File: config.mk
export PLATFORM = sky130hd
export DESIGN_NAME = dmem_write_buffer
export DESIGN_NICKNAME = d
export VERILOG_FILES = /design/src/rtl/dmem_write_buffer.sv
export SDC_FILE = /design/constraint.sdc
export NUM_CORES = 1
export LEC_CHECK = 0
export BUFFER_PORTS_ARGS = -buffer_cell sky130_fd_sc_hd__buf_2
export CAP_MARGIN = 25
export CORE_MARGIN = 4
export CORE_UTILIZATION = 50
export DETAILED_ROUTE_END_ITERATION = 8
export GPL_ROUTABILITY_DRIVEN = 0
export PLACE_DENSITY = 0.82
export SLEW_MARGIN = 20
export SYNTH_ARGS = -nofsm -noshare
export SYNTH_HDL_FRONTEND = slang
export SYNTH_SLANG_ARGS = --single-unit
File: constraint.sdc
create_clock -name CLK -period 6.4 [get_ports CLK]
set_input_delay 0.32 -clock CLK [delete_from_list [all_inputs] [get_ports CLK]]
set_output_delay 0.32 -clock CLK [all_outputs]
set_load 0.01 [all_outputs]
File: src/rtl/dmem_write_buffer.sv
// Posted write buffer between dcache and data_memory: queues write-back blocks,
// drains them in the background and forwards read hits from the queue.
module dmem_write_buffer #(
    parameter int DEPTH  = 4,
    parameter int ADDR_W = 6,
    parameter int DATA_W = 32
) (
    input  logic                     CLK,
    input  logic                     RESET,
    input  logic                     up_read,
    input  logic                     up_write,
    input  logic [ADDR_W-1:0]        up_address,
    input  logic [DATA_W-1:0]        up_writedata,
    output logic [DATA_W-1:0]        up_readdata,
    output logic                     up_busywait,
    output logic                     dm_read,
    output logic                     dm_write,
    output logic [ADDR_W-1:0]        dm_address,
    output logic [DATA_W-1:0]        dm_writedata,
    input  logic [DATA_W-1:0]        dm_readdata,
    input  logic                     dm_busywait,
    output logic [$clog2(DEPTH):0]   buf_count,
    output logic [1:0]               fsm_state
);

    localparam int PTR_W = $clog2(DEPTH);
    localparam int CNT_W = PTR_W + 1;

    typedef enum logic [1:0] {
        S_IDLE  = 2'd0,
        S_DRAIN = 2'd1,
        S_READ  = 2'd2
    } state_t;

    state_t              state;
    logic [ADDR_W-1:0]   addr_mem [DEPTH];
    logic [DATA_W-1:0]   data_mem [DEPTH];
    logic [PTR_W-1:0]    head;
    logic [PTR_W-1:0]    tail;
    logic [CNT_W-1:0]    count;
    logic                up_ack;
    logic                gap;

    logic                push;
    logic                pop;
    logic                rd_req;
    logic                hit;
    logic [DATA_W-1:0]   hit_data;
    logic [PTR_W-1:0]    idx;
    logic                hit_done;
    logic                miss_pending;
    logic                read_done;

    // Upstream handshake: a request is held until up_ack pulses for one cycle;
    // busywait stalls the cache for every cycle of a held request except that one.
    assign up_busywait  = (up_read | up_write) & ~up_ack;

    assign push         = up_write & ~up_ack & (count < CNT_W'(DEPTH));
    assign pop          = (state == S_DRAIN) & ~dm_busywait;
    assign read_done    = (state == S_READ) & ~dm_busywait;
    assign rd_req       = up_read & ~up_write & ~up_ack;
    assign hit_done     = rd_req & hit & (state != S_READ);
    assign miss_pending = rd_req & ~hit;

    assign buf_count    = count;
    assign fsm_state    = state;

    // Scan oldest to newest so the last match (closest to tail) wins; the head
    // entry leaving on this edge is excluded from forwarding.
    always_comb begin
        hit      = 1'b0;
        hit_data = '0;
        idx      = '0;
        for (int i = 0; i < DEPTH; i++) begin
            idx = head + PTR_W'(i);
            if ((CNT_W'(i) < count) && !(pop && (i == 0)) &&
                (addr_mem[idx] == up_address)) begin
                hit      = 1'b1;
                hit_data = data_mem[idx];
            end
        end
    end

    always_ff @(posedge CLK) begin
        if (push) begin
            addr_mem[tail] <= up_address;
            data_mem[tail] <= up_writedata;
        end
    end

    always_ff @(posedge CLK or negedge RESET) begin
        if (!RESET) begin
            head  <= '0;
            tail  <= '0;
            count <= '0;
        end else begin
            if (push) begin
                tail <= tail + 1'b1;
            end
            if (pop) begin
                head <= head + 1'b1;
            end
            case ({push, pop})
                2'b10:   count <= count + 1'b1;
                2'b01:   count <= count - 1'b1;
                default: count <= count;
            endcase
        end
    end

    always_ff @(posedge CLK or negedge RESET) begin
        if (!RESET) begin
            state        <= S_IDLE;
            up_ack       <= 1'b0;
            gap          <= 1'b0;
            up_readdata  <= '0;
            dm_read      <= 1'b0;
            dm_write     <= 1'b0;
            dm_address   <= '0;
            dm_writedata <= '0;
        end else begin
            up_ack <= push | hit_done | read_done;
            gap    <= 1'b0;
            if (hit_done) begin
                up_readdata <= hit_data;
            end
            case (state)
                S_IDLE: begin
                    // A waiting read miss beats a pending drain, but only here.
                    if (miss_pending) begin
                        state      <= S_READ;
                        dm_read    <= 1'b1;
                        dm_address <= up_address;
                    end else if ((count != '0) && !gap) begin
                        state        <= S_DRAIN;
                        dm_write     <= 1'b1;
                        dm_address   <= addr_mem[head];
                        dm_writedata <= data_mem[head];
                    end
                end
                S_DRAIN: begin
                    if (!dm_busywait) begin
                        state    <= S_IDLE;
                        dm_write <= 1'b0;
                        gap      <= 1'b1;
                    end
                end
                S_READ: begin
                    if (!dm_busywait) begin
                        state       <= S_IDLE;
                        dm_read     <= 1'b0;
                        up_readdata <= dm_readdata;
                        gap         <= 1'b1;
                    end
                end
                default: begin
                    state    <= S_IDLE;
                    dm_read  <= 1'b0;
                    dm_write <= 1'b0;
                end
            endcase
        end
    end

endmodule

==> run_results.csv <==
group,metric,value,unit
floorplanning,die_area,28000,um^2
global_routing,grt_pass1_wl,54.7,mm
global_routing,grt_pass1_vias,9796,
worst_setup_path,critPathLaunchType,"flop",
sta,fin_tns_setup,0,ps
routing,via_per_inst,6.16,
global_routing,grt_max_degree,98,
clock_network,clock_sinks,235,
sta,min_period_over_period,0.769,
layout,syn_to_final_growth,13.6,%
routing,drt_pass1_iterations,6,
sta,rsz0062_at_grt,"false",
sta,max_slew.worst_pin.slew,1010,ps
sta,period_needed,4920,ps
floorplanning,fp-row-count,58,
sta,fmax,203,MHz
layout,layout_commonest_cell,"nand2_1",
global_routing,grt.overflow.total,0,
clock_network,clk_latency,520,ps
sta,hold_viol_final,0,
layout,nets,1355,
logic_synthesis,yosys_warnings,0,
sta,finalSetupViolations,0,
sta,timing.hold.ws,7.75,ps
logic_synthesis,ys_types,59,
logic_synthesis,syn_area,12700,um^2
logic_synthesis,netlist_instances,1161,
logic_synthesis,syn_area_per_cell,10.9,um^2
flow_run,drv_cap,0,
power,power_frac_seq,0.356,
sta,fin_ws,1480,ps
layout,mostFrequentLayoutCells,"nand2_1 (177), edfxtp_1 (152), buf_2 (151)",
routing,ant_nets,0,
logic_synthesis,ys_async_sr_fraction,0.353,
clock_network,cts_root_buf,"clkbuf_16",
logic_synthesis,synth_area_leaders,"edfxtp_1 (36%), dfrtp_1 (16%), mux2i_1 (8.3%)",
clock_network,post_cts_resized,0,
place,port_buffers,152,
power,clockPowerShare,0.203,
clock_network,holdBufCountCts,1,
floorplanning,die_w,167,um
routing,drc,0,
layout,utilization,0.575,
logic_synthesis,ys.flop_type,"edfxtp_1",
routing,drt-initial-drc-count,1144,
power,p_per_area,474,nW/um^2
sta,max_slew_margin,0.328,
status,status,"finished, final reports clean",
logic_synthesis,seq_area_frac_synth,0.523,
clock_network,ctsLongestPathBuffers,3,
place,dp_slack,1610,ps
clock_network,ctsHtreeMaxLevel,1,
power,switching_share,0.400,
routing,vias,9964,
routing,wire_per_inst,21.6,um
logic_synthesis,yosys.area.top_type,"edfxtp_1",
sta,finClkSkew,12.5,ps
floorplanning,io_pins,153,
global_routing,track_usage,0.241,
floorplanning,die_h,167,um
global_routing,antenna_found_initial,5,
power,p_sw,2.74,mW
clock_network,clk_pin_slew,60,ps
floorplanning,start_util,0.506,
worst_setup_path,crit_fanout,96,
worst_setup_path,crit_type,"reg2reg",
clock_network,cts_tree,"yes",
clock_network,cts_buffers,24,
worst_setup_path,required,6800,ps
power,p_leak,5.70,nW
power,intPower,4.10,mW
clock_network,cts_setup_buffers,0,
hold_path,worst_hold_path_type,"in2reg",
floorplanning,core_area,25100,um^2
place,dp.cells,1571,
power,vdd_drop_max,0.342,mV
logic_synthesis,synth-edff-count,152,
logic_synthesis,synth.ff_latch_count,235,
logic_synthesis,syn_nets,1248,
power,combPwrFrac,0.441,
layout,stdcell_count,1618,
worst_setup_path,cp-end-kind,"flop",
worst_setup_path,crit_arrival,5330,ps
logic_synthesis,yosysTopAreaCellShare,0.359,
place,dp_hpwl,22.9,mm
layout,drive_above_1_share,0.237,
sta,slew_violations,0,
routing,routed_wl,34.9,mm
==> cells in the mapped netlist (4+ instances only) <==
cell type and n:
and2_1 9, a2bb2oi_1 19, nand3_1 4, nor4_1 4
clkbuf_1 45, mux2_2 62, or2_2 6, a2111oi_0 7
a21oi_1 49, mux2i_1 105, buf_1 10, inv_1 13
a211oi_1 29, buf_2 31, nor2b_1 6, o221a_2 9
a221o_1 16, o22ai_1 24, nor2_1 85, a31oi_1 7
nand2b_1 14, nand2_1 177, o221ai_1 25, a31o_2 7
buf_6 4, dfrtp_1 83, xnor2_1 27, edfxtp_1 152
o21ai_0 73, ha_1 12, o21a_1 6, nor3_1 6
==> sequential cells by signal, indices dropped and copies added, names as in the netlist <==
name and flops:
up_ack 1, tail 2, dm_address 6, up_readdata 32, dm_write 1, data_mem 128
addr_mem 24, fsm_state 2, dm_writedata 32, buf_count 3, gap 1, dm_read 1
head 2
==> through the flow <==
step	total power [mW]	instance area (um^2)
floorplan	4.55	12700
global placement	5.29	13600
detailed placement	5.40	13600
CTS	6.81	14400
global route	7.25	14400
finish	6.84	14400
==> routing by layer <==
metal,global-route usage,vias to the layer above,share of wire
met2,0.377,548,0.45
li1,-,4528,-
met3,0.0423,95,0.089
met4,0.0854,6,0.034
met5,0,-,0.0011
met1,0.342,4787,0.42
==> power groups by stage <==
stage	logic, mW	registers, mW	clock network, mW
4_1_cts	2.99	2.42	1.40
2_1_floorplan	2.20	2.35	0
3_5_place_dp	2.96	2.45	0
3_3_place_gp	2.86	2.42	0
5_1_grt	3.30	2.48	1.46
6_report	3.02	2.43	1.39
==> cell families after synthesis <==
logic type / Yosys count / share of synthesized area
simple gates: 317 / 0.104
compound gates: 293 / 0.161
flops: 235 / 0.523
mux: 171 / 0.144
buf+inv: 105 / 0.0367
xor+xnor: 28 / 0.0193
fa+ha+maj: 12 / 0.0118
==> critical path: stages, from the launching register on <==
cell and delay (ps):
dfrtp_4 1070, inv_2 510, o31ai_1 420, nor4_2 120, o211ai_2 80, buf_4 430, nand2b_1 190, o31ai_4 850
buf_4 530, nand2_2 240, o221a_2 320
==> area by class of cell <==
| cell class | instances | area, um^2 |
|---|---|---|
| clock buffers | 36 | 677 |
| fillers | 2049 | 10700 |
| diodes | 2 | 5.00 |
| inverters | 14 | 52.6 |
| multi-input cells | 821 | 5630 |
| repair buffers | 172 | 920 |
| flip-flops and latches | 235 | 6650 |
| well taps | 330 | 413 |
| clock inverters | 8 | 95.1 |
==> path summary, 6_finish.rpt <==
kind / end / slack, ps / from / cells past startpoint
setup / recovery: up_readdata[24] / 1480 / head[0] / 10
hold / removal: data_mem[1][11] / 8 / up_writedata[11] / 1
setup reg to reg: up_readdata[24] / 1480 / head[0] / 10
hold reg to reg: dm_writedata[18] / 490 / dm_writedata[18] / 2
max in group asynchronous: head[1] / 4950 / RESET / 3
min in group asynchronous: dm_writedata[12] / 210 / RESET / 2
Power figures use the tool's default switching activity.
